**src/rtl/comp_pkg.sv**
```systemverilog
// Shared types and helpers for the bit-serial magnitude comparator.
package comp_pkg;

    typedef enum logic [1:0] {
        IDLE = 2'd0,
        SCAN = 2'd1,
        DONE = 2'd2
    } state_t;

    typedef enum logic [1:0] {
        RES_EQ = 2'd0,
        RES_GT = 2'd1,
        RES_LT = 2'd2
    } result_t;

    // One-hot flag triple ordered {gt, lt, eq}.
    function automatic logic [2:0] flags_of(input result_t r);
        logic [2:0] f;
        case (r)
            RES_GT:  f = 3'b100;
            RES_LT:  f = 3'b010;
            default: f = 3'b001;
        endcase
        return f;
    endfunction

endpackage

```
**src/rtl/bit_comp_cell.sv**
```systemverilog
// Single-bit compare; invert swaps polarity for the two's-complement sign bit.
module bit_comp_cell (
    input  logic a,
    input  logic b,
    input  logic invert,
    output logic gt,
    output logic lt
);

    // A set bit where the other operand is clear normally means "greater";
    // on a sign bit it means "more negative", so the outputs swap.
    always_comb begin
        gt = invert ? (~a & b) : (a & ~b);
        lt = invert ? (a & ~b) : (~a & b);
    end

endmodule

```
**src/rtl/serial_mag_comp.sv**
```systemverilog
// Bit-serial, MSB-first magnitude comparator with start/busy/done handshake.
module serial_mag_comp
    import comp_pkg::*;
#(
    parameter int WIDTH      = 8,
    parameter bit EARLY_EXIT = 1'b1
) (
    input  logic             clk,
    input  logic             rst,
    input  logic             start,
    input  logic [WIDTH-1:0] A,
    input  logic [WIDTH-1:0] B,
    input  logic             signed_mode,
    output logic             busy,
    output logic             done,
    output logic             A_gt_B,
    output logic             A_lt_B,
    output logic             A_eq_B
);

    localparam int            IW      = (WIDTH > 2) ? $clog2(WIDTH) : 1;
    localparam logic [IW-1:0] IDX_MSB = IW'(WIDTH - 1);

    state_t           state_q, state_d;
    logic [WIDTH-1:0] a_q, a_d;
    logic [WIDTH-1:0] b_q, b_d;
    logic             sm_q, sm_d;
    logic [IW-1:0]    idx_q, idx_d;
    logic             found_q, found_d;
    result_t          rec_q, rec_d;
    logic [2:0]       flags_q, flags_d;

    logic    bit_a, bit_b, invert;
    logic    cell_gt, cell_lt, diff, first_diff;
    result_t new_res, final_res;

    // Select the bit under test; only the sign bit is compared inverted.
    always_comb begin
        bit_a  = a_q[idx_q];
        bit_b  = b_q[idx_q];
        invert = sm_q && (idx_q == IDX_MSB);
    end

    bit_comp_cell u_cell (
        .a      (bit_a),
        .b      (bit_b),
        .invert (invert),
        .gt     (cell_gt),
        .lt     (cell_lt)
    );

    // Next-state, counter, difference record and result-flag update.
    always_comb begin
        state_d    = state_q;
        a_d        = a_q;
        b_d        = b_q;
        sm_d       = sm_q;
        idx_d      = idx_q;
        found_d    = found_q;
        rec_d      = rec_q;
        flags_d    = flags_q;
        diff       = cell_gt | cell_lt;
        first_diff = diff && !found_q;
        new_res    = cell_gt ? RES_GT : RES_LT;
        final_res  = first_diff ? new_res : rec_q;

        case (state_q)
            IDLE: begin
                if (start) begin
                    a_d     = A;
                    b_d     = B;
                    sm_d    = signed_mode;
                    idx_d   = IDX_MSB;
                    found_d = 1'b0;
                    rec_d   = RES_EQ;
                    state_d = SCAN;
                end
            end
            SCAN: begin
                // Only the most significant difference decides the result.
                if (first_diff) begin
                    found_d = 1'b1;
                    rec_d   = new_res;
                end
                if ((EARLY_EXIT && first_diff) || (idx_q == '0)) begin
                    flags_d = flags_of(final_res);
                    state_d = DONE;
                end else begin
                    idx_d = idx_q - 1'b1;
                end
            end
            DONE: begin
                state_d = IDLE;
            end
            default: begin
                state_d = IDLE;
            end
        endcase
    end

    // State and datapath registers; reset clears everything and aborts a scan.
    always_ff @(posedge clk) begin
        if (rst) begin
            state_q <= IDLE;
            a_q     <= '0;
            b_q     <= '0;
            sm_q    <= 1'b0;
            idx_q   <= '0;
            found_q <= 1'b0;
            rec_q   <= RES_EQ;
            flags_q <= '0;
        end else begin
            state_q <= state_d;
            a_q     <= a_d;
            b_q     <= b_d;
            sm_q    <= sm_d;
            idx_q   <= idx_d;
            found_q <= found_d;
            rec_q   <= rec_d;
            flags_q <= flags_d;
        end
    end

    assign busy   = (state_q == SCAN);
    assign done   = (state_q == DONE);
    assign A_gt_B = flags_q[2];
    assign A_lt_B = flags_q[1];
    assign A_eq_B = flags_q[0];

endmodule

```
**config.mk**
```make
export PLATFORM = sky130hd
export DESIGN_NAME = serial_mag_comp
export DESIGN_NICKNAME = d
export VERILOG_FILES = /design/src/rtl/comp_pkg.sv /design/src/rtl/bit_comp_cell.sv /design/src/rtl/serial_mag_comp.sv
export SDC_FILE = /design/constraint.sdc
export NUM_CORES = 1
export LEC_CHECK = 0
export ABC_AREA = 1
export BUFFER_PORTS_ARGS = -buffer_cell sky130_fd_sc_hd__buf_2
export CAP_MARGIN = 20
export CORE_MARGIN = 2
export CORE_UTILIZATION = 25
export DETAILED_ROUTE_END_ITERATION = 12
export PLACE_DENSITY = 0.48
export SLEW_MARGIN = 20
export SYNTH_ARGS = -nofsm -noshare
export SYNTH_HDL_FRONTEND = slang
export SYNTH_SLANG_ARGS = --single-unit
```
**constraint.sdc**
```tcl
create_clock -name clk -period 2.8 [get_ports clk]
set_clock_uncertainty 0.05 [all_clocks]
set_input_delay 0.14 -clock clk [delete_from_list [all_inputs] [get_ports clk]]
set_output_delay 0.14 -clock clk [all_outputs]
set_load 0.05 [all_outputs]
```
### Word-level counts from Yosys, hierarchy flattened

Index checks and enable logic that the tools add are counted.
Widths: inputs -> output; s select.

| operators by class | value |
|---|---|
| $add $sub $neg | 1 |
| $lt $le $gt $ge | 1 |
| equal/unequal tests | 9 |
| mux-type cells | 20 |
| bitwise logic cells | 5 |
| reductions and logical operators | 13 |

Operators by type and width:

| operator | count |
|---|---|
| $pmux 3 s2 | 2 |
| $mux 2 | 5 |
| $pmux 2 s2 | 2 |
| $reduce_and 2->1 | 4 |
| $bmux 1 s3 | 2 |
| $mux 1 | 6 |
| $mux 3 | 2 |
| $reduce_and 3->1 | 2 |
| $eq 2x1->1 const B | 2 |
| $eq 2x2->1 const B | 2 |
| $lt 3x4->1 const B | 1 |
| $ne 2x1->1 const B | 2 |
| $ne 2x2->1 const B | 2 |
| $eq 3x3->1 const B | 1 |
| $logic_not 3->1 | 1 |
| $sub 3x1->3 const B | 1 |
| $and 1x1->1 | 2 |
| $logic_and 1x1->1 | 2 |
| $logic_not 2->1 | 1 |
| $not 1->1 | 2 |
| $pmux 1 s2 | 1 |
| $reduce_bool 2->1 | 1 |
| $logic_not 1->1 | 1 |
| $logic_or 1x1->1 | 1 |
| $or 1x1->1 | 1 |

| storage, ports and cells | value |
|---|---|
| flip-flop bits (word level) | 28 |
| input bits | 20 |

### Longest topological paths before layout

Gate-level depths: netlist (run 1).

| depth | value |
|---|---|
| depth after elaboration | 10 |
| gate-level depth with buffers | 17 |
| mapped depth without buffers | 16 |

### Modules after synthesis

Synthesis (run 1) repeated with hierarchy kept, for this count alone.

| second synthesis, totals | value |
|---|---|
| cells, all modules | 192 |
| area total of the unflattened synthesis | 1403.8 µm² |

By module, submodules not included:

| module | times used | cells each | area each (µm²) | seq. area each (µm²) |
|---|---|---|---|---|
| serial_mag_comp | 1 | 183 | 1365.1 | 560.5 |
| bit_comp_cell | 1 | 9 | 38.8 | 0.0 |

### Worst setup path after synthesis (run 1)

Ideal clock, no wire load.

| timing path | value |
|---|---|
| path kind | register to register |
| from | register idx_q[0] |
| to | register flags_q[0] |
| library setup time | 114 ps |
| arrival | 2084 ps |
| data required time | 2636 ps |
| path slack | 552 ps |
| stages on the path, launching flop included | 16 |
| path buffers | 2 |
| cells stage by stage | dfxtp_1 -> buf_2 -> buf_6 -> o211ai_1 -> nand3_1 -> nand2_1 -> inv_2 -> ha_1 -> inv_1 -> nand2_1 -> inv_2 -> or2_1 -> nand2_1 -> ha_1 -> o21ai_1 -> nor2_1 |

| between the ends | value |
|---|---|
| longest elaborated chain between the ends | 10 |

Ends and longest elaborated chain:

| element | line | source |
|---|---|---|
| from (decl) | serial_mag_comp.sv:28 | `logic [IW-1:0] idx_q, idx_d;` |
| from (signal assigned) | serial_mag_comp.sv:117 | `idx_q <= idx_d;` |
| $bmux 1 s3 (on tied branches) | serial_mag_comp.sv:40, serial_mag_comp.sv:39 |  |
| $mux 1 (on tied branches) | serial_mag_comp.sv:40, serial_mag_comp.sv:39 |  |
| $not 1->1 | bit_comp_cell.sv:13, bit_comp_cell.sv:14 |  |
| $and 1x1->1 | bit_comp_cell.sv:13, bit_comp_cell.sv:14 |  |
| $mux 1 (on tied branches) | bit_comp_cell.sv:13, bit_comp_cell.sv:14 |  |
| $or 1x1->1 | serial_mag_comp.sv:62 | `diff = cell_gt \| cell_lt;` |
| $logic_and 1x1->1 | serial_mag_comp.sv:63 | `first_diff = diff && !found_q;` |
| $mux 2 | - |  |
| $eq 2x2->1 / $eq 2x1->1 (equally long branches) | comp_pkg.sv:19 | `case (r)` |
| $pmux 3 s2 | comp_pkg.sv:19 |  |
| to (signal assigned) | serial_mag_comp.sv:120 | `flags_q <= flags_d;` |
| to (decl) | serial_mag_comp.sv:31 | `logic [2:0] flags_q, flags_d;` |

Parallel ways exist; a longest one is shown, timed or not. The select of a mux whose other input is x is not followed.
A chain may end at the register's enable or synchronous reset.

### Final worst setup path (run 1)

Ends and elaborated chain as after synthesis.

==> impl_metrics.ini, run 1 <==
[setup_path]
crit_required_ns = 2.93
cp-start-kind = flip-flop
slowest_stage = dfxtp_2
critical_path_class = flip-flop to flip-flop
critical_path_buf_inv_count = 3
cp_top_family = simple AND/OR/NAND/NOR gates
worst_setup_path_end_kind = flip-flop
cp.arrival_ns = 2.52
cp_max_fo = 11
critPathMaxStageDelay_ns = 0.44
cp_cell_sequence = buf_4 -> nor2_1 -> nor2_1 -> o21ai_0 -> nand3_1 -> nand2_1 -> ha_1 -> inv_1 -> nand2_1 -> inv_2 -> or2_1 -> nand2_1 -> ha_1 -> o21ai_1 -> nor2_1

[clock_tree]
ctsResizeCount = 0
cts.path.max_buffers = 2
clk_pin_slew_ns = 0.10
clock-root-buffer = clkbuf_8
clkSinkCount = 28
cts_tree = done
clk_latency_ns = 0.28
cts_made_buffers = 3
cts_setup_buffers = 0
h-tree-depth = 1
postCtsHoldBufs = 0

[routing]
drc = 0
num_vias = 1183
drt_wl_total_um = 2890
first_iter_violations = 60
post_drt_wl_per_cell_um = 10.1
ant_nets = 0
via_per_inst = 4.15
drt_pass1_iterations = 4

[finish]
fin_util_pct = 30.0
seq_area_um2 = 562
drive_gt1_share_pct = 22.5
antenna_cells = 0
multi_input_area_um2 = 672
fill_cells = 613
synthToLayoutAreaGrowth_pct = 17.3
nNetsFinal = 241

[power]
power.density_nw_per_um2 = 884
ir_drop_mv = 0.259
power_leakage_uw = 0.000751
fin_total_pwr_uw = 1430

[global_route]
grt_max_degree = 28
antenna_found_initial = 0
grt_first_pass_wirelength_um = 5100
grt_overflow = 0
grtUsageTotal_pct = 10.3
grt_pass1_vias = 1113

[synthesis]
yosysSeqAreaShare_pct = 40.6
ys_ff_latch = 28
synth_area_leaders = dfxtp_1 41%, nor2_1 12%, nand2_1 6.5%
synth.top_cell.area_share_pct = 40.6
synth_area_um2 = 1380
yosys_warnings = 0
synthCells = 191
synth_area_leader_cell = dfxtp_1
synth_edf_count = 0
synth_most_common_cell = nor2_1
ys_top_cells_by_count = 43 x nor2_1, 28 x dfxtp_1, 24 x nand2_1, 17 x o21ai_1, 14 x inv_1
synth_async_sr_flop_share_pct = 0
synthesis.nets = 218
syn_avg_cell_area_um2 = 7.23
ys.flop_type = dfxtp_1
yosysUniqueCellTypes = 21

[timing]
hold_viol = 0
fmax_mhz = 418
final.setup.tns_ns = 0
min_period_over_period_pct = 85.5
slew_violations = 0
layout_setup_ws_ns = 0.406
tightest_slew_ns = 0.378
slew_headroom_pct = 74.8
setup_violations = 0
rsz0062_at_grt = false
min_period_ns = 2.39

[floorplanning]
die-area_um2 = 6140
boundaryPins = 25
fp.dieW_um = 78.3
fp.dieH_um = 78.3
start_util_pct = 25.6
core_um2 = 5410
rows = 27

[place]
dpl_worst_slack_ns = 0.302
gp_congestion = 0.745
place_hpwl_um = 2130
io_buffers = 24

[run_status]
outcome = finished clean

[min_path]
worstHoldPathType = primary input to flip-flop

[flow_run]
maxCapViolCount = 0
-- state kept, by name, indices dropped and copies added, names as in the netlist --
name     flops
flags_q      3
sm_q         1
found_q      1
rec_q        2
idx_q        3
b_q          8
state_q      2
a_q          8
-- per-layer routing --
layer  vias up  share of wire [%]  track usage, %
met3         2                3.7            1.38
met2        18                 40            14.7
met4         0                1.2            4.74
li1        652                  -               -
met5         -                  0               0
met1       511                 55            15.2
-- stage by stage --
stage | hold WS [ns] | cell area [um^2] | cells
final | 0.0393 | 1620 | 285
after global routing | 0.0461 | 1620 | 285
after CTS | 0.0380 | 1620 | 285
after detailed placement | 0.335 | 1550 | 281
after global placement | 0.329 | 1550 | 281
after floorplan | 0.159 | 1380 | 191
-- worst min-delay path, delay by kind of cell --
| family | cells | cell delay, ns |
|---|---|---|
| AO/OA/AOI/OAI | 1 | 0.05 |
| buffers and inverters | 1 | 0.07 |
| AND/OR/NAND/NOR | 1 | 0.07 |
-- where the power goes --
group	total, uW	switching [uW]	internal [uW]	leakage [uW]
Sequential	527	54.8	473	0.000232
Combinational	582	390	193	0.000484
Clock	322	130	191	0.0000357
-- final timing paths --
check / from / end / slack (ns) / cells after the start
min reg2reg: a_q[3]$_SDFFE_PP0P_ / a_q[3]$_SDFFE_PP0P_ / 0.41 / 2
max: idx_q[0]$_SDFFE_PP0P_ / flags_q[0]$_SDFFE_PP0P_ / 0.41 / 15
max reg2reg: idx_q[0]$_SDFFE_PP0P_ / flags_q[0]$_SDFFE_PP0P_ / 0.41 / 15
min: A[2] / a_q[2]$_SDFFE_PP0P_ / 0.04 / 3
-- area by class of cell --
type                       count  share of cell area (%)
multi-input combinational    130                    41.5
clock inverter                 1                    1.85
sequential                    28                    34.7
clock buffer                   3                    2.55
timing repair buffer          25                    7.88
inverter                      26                    6.02
tap                           72                    5.56
-- cells by family (layout without fill, tap and decap cells) --
family	count (synthesis)	after routing	share of synthesized area [%]
AOI/OAI and AO/OA	37	37	14.3
adders and majority gates	7	7	6.34
buffers and inverters	33	55	10.8
DFF	28	28	40.6
and+or+nand+nor	86	86	28.0
-- cells in the final DEF, fill, tap and decap left out, types with 2 or more instances in the layout --
cell type  Yosys  routed
nor2_1        43      43
dfxtp_1       28      27
nand2_1       24      24
buf_2          2      24
o21ai_1       17      17
inv_1         14      14
inv_2         12      12
nand3_1        9       9
a21oi_1        8       8
o21ai_0        7       7
ha_1           7       7
o211ai_1       4       4
nand4_1        3       3
nand2_2        3       3
clkbuf_8       0       3
nand3_4        2       2
(Power assumes the default switching activity.)
==> run 2, diff against run 1 <==
--- a/config.mk
+++ b/config.mk
@@ -11,7 +11,8 @@
 export CORE_MARGIN = 2
 export CORE_UTILIZATION = 25
 export DETAILED_ROUTE_END_ITERATION = 12
-export PLACE_DENSITY = 0.48
+export GPL_ROUTABILITY_DRIVEN = 0
+export PLACE_DENSITY = 0.47
 export SLEW_MARGIN = 20
 export SYNTH_ARGS = -nofsm -noshare
 export SYNTH_HDL_FRONTEND = slang
==> impl_metrics.ini, run 2 (same netlist as run 1, synthesis figures left out) <==
[clock_tree]
clkSinkCount = 28
cts.path.max_buffers = 2
clock-root-buffer = clkbuf_8
cts_setup_buffers = 0
clk_latency_ns = 0.27
cts_tree = done
clk_pin_slew_ns = 0.09
ctsResizeCount = 0
h-tree-depth = 1
postCtsHoldBufs = 0
cts_made_buffers = 3

[global_route]
grt_first_pass_wirelength_um = 5090
grt_max_degree = 28
grt_overflow = 0
antenna_found_initial = 0
grt_pass1_vias = 1191
grtUsageTotal_pct = 10.3

[timing]
fmax_mhz = 432
slew_headroom_pct = 75.9
tightest_slew_ns = 0.361
hold_viol = 0
setup_violations = 0
min_period_ns = 2.31
slew_violations = 0
final.setup.tns_ns = 0
min_period_over_period_pct = 82.7
rsz0062_at_grt = false

[run_status]
outcome = finished clean

[routing]
first_iter_violations = 57
drt_wl_total_um = 2850
num_vias = 1208
drc = 0
ant_nets = 0
via_per_inst = 4.25
post_drt_wl_per_cell_um = 10.0
drt_pass1_iterations = 4

[floorplanning]
boundaryPins = 25
fp.dieH_um = 78.3
fp.dieW_um = 78.3
die-area_um2 = 6140
start_util_pct = 25.6
core_um2 = 5410
rows = 27

[power]
ir_drop_mv = 0.234
power_leakage_uw = 0.000737
power.density_nw_per_um2 = 828
fin_total_pwr_uw = 1320

[place]
place_hpwl_um = 2210
placed_area_um2 = 1550
io_buffers = 24

[finish]
drive_gt1_share_pct = 21.7
final_common_cell = nor2_1
layout_common_cells = 43 x nor2_1, 28 x dfxtp_1, 24 x nand2_1, 24 x buf_2, 17 x o21ai_1
fill_cells = 631
nNetsFinal = 241
fin_util_pct = 29.4
antenna_cells = 0
final_area_um2 = 1590
top_regs = a_q x8, b_q x8
synthToLayoutAreaGrowth_pct = 15.0

[min_path]
worstHoldPathType = primary input to flip-flop

[setup_path]
cp_max_fo = 16
crit_required_ns = 2.92
cp-start-kind = flip-flop
critical_path_class = flip-flop to flip-flop
worst_setup_path_end_kind = flip-flop
cp.arrival_ns = 2.44

[flow_run]
maxCapViolCount = 0
## run 2: changes by cell type in the layout (fill, tap and decap cells not counted)
cell	change
bufinv_16	-1
dfxtp_1	+1
dfxtp_2	-1
## run 2: critical path, stage by stage, from the launching register on
cell and delay (ns):
dfxtp_1 0.32, buf_4 0.18, nor2_1 0.12, nor2_1 0.05
nand2_1 0.06, nand3_1 0.08, nand2_1 0.12, inv_2 0.03
ha_1 0.26, inv_1 0.03, nand2_1 0.15, inv_2 0.06
or2_1 0.22, nand2_1 0.09, ha_1 0.22, o21ai_1 0.12
nor2_1 0.04
## run 2: layout make-up
class / count / area [um^2] / area share, %
clock buffer: 3 / 41.3 / 2.60
inverter: 26 / 97.6 / 6.14
tap: 72 / 90.1 / 5.67
sequential: 28 / 561 / 35.3
timing repair buffer: 25 / 128 / 8.03
multi-input combinational: 130 / 672 / 42.3
## run 2: metrics by stage
stage / hold slack, ns / worst slack (ns) / cells
floorplan: 0.159 / 0.552 / 191
global placement: 0.326 / 0.475 / 281
detailed placement: 0.330 / 0.462 / 281
CTS: 0.0420 / 0.448 / 284
global route: 0.0579 / 0.225 / 284
finish: 0.0475 / 0.485 / 284
## run 2: path summary, 6_finish.rpt
| check | from | to | slack (ns) | cells past startpoint |
|---|---|---|---|---|
| worst min-delay path | A[4] | a_q[4]$_SDFFE_PP0P_ | 0.05 | 3 |
| worst min register to register | b_q[3]$_SDFFE_PP0P_ | b_q[3]$_SDFFE_PP0P_ | 0.41 | 2 |
| worst max register to register | idx_q[0]$_SDFFE_PP0P_ | flags_q[0]$_SDFFE_PP0P_ | 0.49 | 16 |
| worst max-delay path | idx_q[0]$_SDFFE_PP0P_ | flags_q[0]$_SDFFE_PP0P_ | 0.49 | 16 |
## run 2: per-layer routing
layer / share of wire (%) / GRT usage (%) / up-vias / routed length (um)
met4: 0.81 / 4.21 / 0 / 23
met5: 0 / 0 / - / 0
met3: 3.7 / 1.61 / 2 / 106
li1: - / - / 657 / -
met2: 48 / 18.4 / 20 / 1360
met1: 48 / 12.2 / 529 / 1360
## run 2: where the power goes
| group | switching, uW | total, uW | internal [uW] | leakage [uW] |
|---|---|---|---|---|
| registers | 46.3 | 518 | 472 | 0.000231 |
| clock network | 119 | 215 | 96.5 | 0.0000216 |
| logic | 391 | 583 | 191 | 0.000484 |
